--- config.mk ---
export PLATFORM = sky130hd
export DESIGN_NAME = muldiv_unit
export DESIGN_NICKNAME = d
export VERILOG_FILES = /design/src/rtl/muldiv_unit.sv
export SDC_FILE = /design/constraint.sdc
export NUM_CORES = 2
export LEC_CHECK = 0
export ABC_CLOCK_PERIOD_IN_PS = 23000
export CORE_ASPECT_RATIO = 1.2
export CORE_MARGIN = 2
export CORE_UTILIZATION = 25
export DETAILED_ROUTE_END_ITERATION = 16
export PLACE_DENSITY_LB_ADDON = 0.1
export SKIP_LAST_GASP = 1
export SLEW_MARGIN = 0
export SYNTH_ARGS = -nofsm -noshare
export SYNTH_HDL_FRONTEND = slang
export SYNTH_SLANG_ARGS = --single-unit
--- constraint.sdc ---
create_clock -name clk -period 23 [get_ports clk]
set_input_delay 3.45 -clock clk [delete_from_list [all_inputs] [get_ports clk]]
set_output_delay 3.45 -clock clk [all_outputs]
set_load 0.01 [all_outputs]
--- src/rtl/muldiv_unit.sv ---
// RV32M multiply/divide unit: single-cycle multiply, 32-step restoring divide,
// with fast paths for divide-by-zero and signed overflow.
module muldiv_unit #(
    parameter int XLEN = 32
) (
    input  logic            clk,
    input  logic            rst,
    input  logic            start,
    input  logic [2:0]      op,
    input  logic [XLEN-1:0] a,
    input  logic [XLEN-1:0] b,
    input  logic            flush,
    output logic            busy,
    output logic            done,
    output logic [XLEN-1:0] result
);
    typedef enum logic [1:0] {S_IDLE, S_MUL, S_DIV, S_DONE} state_t;

    localparam logic [5:0] CNT_LAST = 6'(XLEN - 1);

    state_t          state, state_nxt;
    logic [1:0]      op_q;
    logic [XLEN-1:0] a_q, b_q;
    logic [XLEN-1:0] quo_q, rem_q, dvs_q;
    logic            neg_quo_q, neg_rem_q;
    logic [5:0]      cnt_q;

    logic            accept, in_mul, in_div;
    logic            sign_a, sign_b, div_signed;
    logic [XLEN:0]   shifted, diff;
    logic [XLEN-1:0] quo_nxt, rem_nxt, q_final, r_final;
    logic            div_by_zero, div_ovf, div_fast, div_finish;
    logic [XLEN-1:0] fast_res, mul_res, result_nxt;
    logic [2*XLEN-1:0] ax, bx, prod;

    assign accept = (state == S_IDLE || state == S_DONE) && start && !flush;
    assign in_mul = (state == S_MUL);
    assign in_div = (state == S_DIV);

    // Signed divide ops are DIV/REM (funct3[0] clear); magnitudes are latched at accept.
    assign div_signed = ~op[0];
    assign sign_a     = div_signed & a[XLEN-1];
    assign sign_b     = div_signed & b[XLEN-1];

    // One restoring step: shift the next dividend bit into the partial remainder.
    assign shifted = {rem_q, quo_q[XLEN-1]};
    assign diff    = shifted - {1'b0, dvs_q};
    assign rem_nxt = diff[XLEN] ? shifted[XLEN-1:0] : diff[XLEN-1:0];
    assign quo_nxt = {quo_q[XLEN-2:0], ~diff[XLEN]};
    assign q_final = neg_quo_q ? -quo_nxt : quo_nxt;
    assign r_final = neg_rem_q ? -rem_nxt : rem_nxt;

    assign div_by_zero = (b_q == '0);
    assign div_ovf     = ~op_q[0] && (a_q == {1'b1, {(XLEN-1){1'b0}}}) && (b_q == '1);
    assign div_fast    = div_by_zero || div_ovf;
    assign div_finish  = div_fast || (cnt_q == CNT_LAST);
    assign fast_res    = div_by_zero ? (op_q[1] ? a_q : '1) : (op_q[1] ? '0 : a_q);

    // Sign-extend to full product width; the low 2*XLEN bits of the product are exact.
    assign ax      = {{XLEN{(op_q != 2'b11) & a_q[XLEN-1]}}, a_q};
    assign bx      = {{XLEN{(op_q == 2'b01) & b_q[XLEN-1]}}, b_q};
    assign prod    = ax * bx;
    assign mul_res = (op_q == 2'b00) ? prod[XLEN-1:0] : prod[2*XLEN-1:XLEN];

    always_comb begin
        // NOTE: every combinational output gets a default first so no latch is inferred.
        result_nxt = mul_res;
        if (in_div)
            result_nxt = div_fast ? fast_res : (op_q[1] ? r_final : q_final);
    end

    always_ff @(posedge clk) begin
        // NOTE: sequential state uses non-blocking assignments only.
        if (rst) state <= S_IDLE;
        else     state <= state_nxt;
    end

    always_comb begin
        state_nxt = state;
        unique case (state)
            S_IDLE, S_DONE: state_nxt = start ? (op[2] ? S_DIV : S_MUL) : S_IDLE;
            S_MUL:          state_nxt = S_DONE;
            S_DIV:          if (div_finish) state_nxt = S_DONE;
            default:        state_nxt = S_IDLE;
        endcase
        if (flush) state_nxt = S_IDLE;
    end

    always_comb begin
        busy = in_mul || in_div;
        done = (state == S_DONE);
    end

    always_ff @(posedge clk) begin
        if (rst) begin
            op_q      <= '0;
            a_q       <= '0;
            b_q       <= '0;
            quo_q     <= '0;
            rem_q     <= '0;
            dvs_q     <= '0;
            neg_quo_q <= 1'b0;
            neg_rem_q <= 1'b0;
            cnt_q     <= '0;
            result    <= '0;
        end else begin
            if (accept) begin
                op_q      <= op[1:0];
                a_q       <= a;
                b_q       <= b;
                quo_q     <= sign_a ? -a : a;
                dvs_q     <= sign_b ? -b : b;
                rem_q     <= '0;
                neg_quo_q <= sign_a ^ sign_b;
                neg_rem_q <= sign_a;
                cnt_q     <= '0;
            end else if (in_div) begin
                quo_q <= quo_nxt;
                rem_q <= rem_nxt;
                cnt_q <= cnt_q + 6'd1;
            end
            // Result only moves on the edge entering DONE; a flush leaves it untouched.
            if (!flush && (in_mul || (in_div && div_finish)))
                result <= result_nxt;
        end
    end
endmodule

==> impl_metrics.yaml <==
power_and_ir_drop:
  power_frac_seq_pct: 22.3
  power_frac_clock_pct: 21.9
  p_leak_nw: 25.0
  power_w: 0.00187
  p_per_area_mw_per_mm2: 32.8
  ir_worst_vdd_uv: 53.5
  swShare_pct: 50.0
  power_frac_comb_pct: 55.8
  p_sw_w: 0.000936
  intPower_w: 0.000935
worst_setup_path:
  cp.required_ns: 23.42
  worstSetupPathType: "reg -> reg"
  endpoint_kind: "flop"
  r2r_cells: 29
  critPathLaunch: "op_q[1]"
  crit_end: "result[28]"
  arrival_ns: 10.76
  slowest_delay_ns: 0.81
  rr_startpoint: "op_q[1]"
  crit_slowest_cell: "and2_1"
  path_common_cell: "fa_1"
  cp_max_fo: 51
  cp-start-kind: "flop"
  r2r_slack_ns: 12.66
  regToRegEndpoint: "result[28]"
drt:
  wl_per_cell_um: 23.6
  drt_first_pass_iters: 5
  drt_iter0_drc: 2392
  route.detailed.drc: 0
  vias_per_cell: 4.69
  wl_um: 209000
  ant_nets: 0
  dr_total_vias: 41600
timing:
  max-slew-margin-rel_pct: 25.1
  report.final.hold_viol_count: 0
  tns_ns: 0
  skew_ns: 0.0300
  rsz0062_at_grt: "no"
  period_share_pct: 45.0
  timing.final.crit_period_ns: 10.34
  max_freq_mhz: 96.7
  setup_violations: 0
  slew_violations: 0
  worst_pin_slew_ns: 1.10
layout:
  nFillCells: 23000
  layout_commonest_cell: "inv_1"
  drive_above_1_share_pct: 4.13
  most-common-layout-cells: "inv_1 (1263), fa_1 (1126), nand2_1 (1046)"
  area_growth_pct: 8.86
  nets: 7515
  post-route-cell-area_mm2: 0.0571
  post-route-util_pct: 27.3
global_routing:
  grt_pass1_wl_um: 312000
  grt_max_degree: 77
  antenna_found_initial: 20
  overflow: 0
  grt_pass1_vias: 45500
  grt_usage_pct: 19.7
clocking:
  root_buffer: "clkbuf_16"
  numCtsBuffers: 25
  post_cts_buffers: 0
  clk_latency_ns: 0.58
  clk_pin_slew_ns: 0.07
  cts_resized: 0
  cts.sinks: 203
  cts_tree: "done"
  clockBufferDepth: 3
  cts_hold_buf: 0
  htree_levels: 1
placement:
  place_hpwl_um: 163000
  numPortBuffers: 104
  place_area_mm2: 0.0563
  gp_congestion: 0.892
floorplan:
  start_util_pct: 25.1
  core_area_mm2: 0.209
  die-area_mm2: 0.214
  dieWidth_um: 422
  io-pin-count: 105
  rows: 184
  die_h_um: 506
synthesis:
  synth.avg_cell_area_um2: 8.42
  synth_largest_area_cell: "fa_1"
  async_reset_ff_share_pct: 0
  syn_inst: 6232
  syn_nets: 7681
  yosysSeqAreaShare_pct: 7.75
  ys_seq_elements: 203
  synth_top_area_share_pct: 43.0
  ys.flop_type: "dfxtp_1"
  synth-edff-count: 0
  yosysWarningCount: 0
  synth_cell_types: 89
  synth_area_mm2: 0.0525
  synth_area_leaders: "fa_1 (43%), inv_1 (9.0%), dfxtp_1 (7.7%), nand2_1 (7.5%), ha_1 (6.0%)"
run_status:
  status: "complete, no violations"
run:
  drv_cap: 0
worst_hold_path:
  hp-class: "reg -> reg"
  holdCritStartpoint: "b_q[16]"
==> per-layer routing <==
layer / share of wire, % / up-vias / track usage (%)
met1: 42 / 21900 / 25.0
met2: 51 / 869 / 35.8
met3: 3.5 / 208 / 1.23
met4: 3.3 / 2 / 5.58
met5: 0.0067 / - / 0
li1: - / 18700 / -
==> cells by family after synthesis <==
kind of cell | Yosys count | synth area share (%)
buffers and inverters | 1663 | 12.0
adder cells (fa/ha/maj) | 1378 | 49.0
XOR/XNOR | 203 | 3.40
flip-flops | 203 | 7.75
AND/OR/NAND/NOR | 1943 | 16.7
AO/OA/AOI/OAI | 781 | 9.96
multiplexers | 61 | 1.18
==> critical path, delay by kind of cell (launching register included) <==
family,cells,cell delay [ns]
buffers and inverters,6,1.16
AOI/OAI and AO/OA,10,2.74
and+or+nand+nor,4,1.41
DFF,1,0.31
adders and majority gates,9,4.52
==> worst min-delay path by stage <==
| stage | end | slack (ns) | depth (start not counted) |
|---|---|---|---|
| after global placement | b_q[17] | 0.44 | 2 |
| after detailed placement | b_q[16] | 0.44 | 2 |
| after global routing | b_q[17] | 0.47 | 2 |
| final | b_q[16] | 0.45 | 2 |
| after floorplan | dvs_q[25] | 0.45 | 2 |
| after CTS | b_q[16] | 0.45 | 2 |
==> cell type report <==
class / instances / area, µm² / area share [%]
Antenna cell: 2 / 5.00 / 0.00876
Clock buffer: 38 / 754 / 1.32
Clock inverter: 7 / 38.8 / 0.0679
Inverter: 1265 / 4750 / 8.31
Multi-Input combinational cell: 4366 / 42200 / 73.8
Sequential cell: 203 / 4120 / 7.21
Tap cell: 2790 / 3490 / 6.11
Timing Repair Buffer: 205 / 1800 / 3.15
==> cell usage after synthesis, types with 7 or more instances <==
library cell,n
nor2b_1,16
fa_1,1126
nand3_1,28
a21oi_1,219
nor3_1,65
xor2_1,78
mux2i_1,54
xnor2_1,124
o2111ai_1,7
a21o_1,50
o21bai_1,8
nand4_1,33
inv_1,1264
a31o_2,8
nor4_1,35
or3_1,21
a221oi_1,11
a22o_1,12
a31oi_1,15
mux2_2,7
a22oi_1,8
a311oi_1,13
o21ai_0,144
nand2_1,1046
or4_1,10
nand2b_1,20
and2_1,284
o41ai_1,9
buf_2,12
a2111oi_0,12
o31ai_1,26
o21a_1,18
or2_2,20
o311ai_0,7
ha_1,252
and3_1,44
clkbuf_1,366
o211ai_1,28
and4_1,7
nor2_1,290
buf_1,12
dfxtp_1,203
a211oi_1,109
==> power by group through the flow <==
stage	Clock, W	Combinational [W]	Sequential (W)
3_3_place_gp	0	0.00106	0.000425
5_1_grt	0.000429	0.00114	0.000420
2_1_floorplan	0	0.000653	0.000395
6_report	0.000410	0.00104	0.000417
3_5_place_dp	0	0.00105	0.000425
4_1_cts	0.000423	0.00106	0.000417
==> state kept, by name, indices dropped and copies added, names as in the netlist <==
signal     count
a_q           32
b_q           32
cnt_q          6
dvs_q         31
neg_quo_q      1
neg_rem_q      1
op_q           2
quo_q         32
rem_q         32
result        32
state          2
==> stage by stage <==
stage	instances	setup slack, ns	hold WS [ns]
2_1_floorplan	6232	14.71	0.454
3_3_place_gp	8829	12.72	0.440
3_5_place_dp	8829	12.65	0.443
4_1_cts	8874	12.60	0.452
5_1_grt	8874	12.09	0.467
6_report	8876	12.66	0.449
Power figures use the tool's default switching activity.
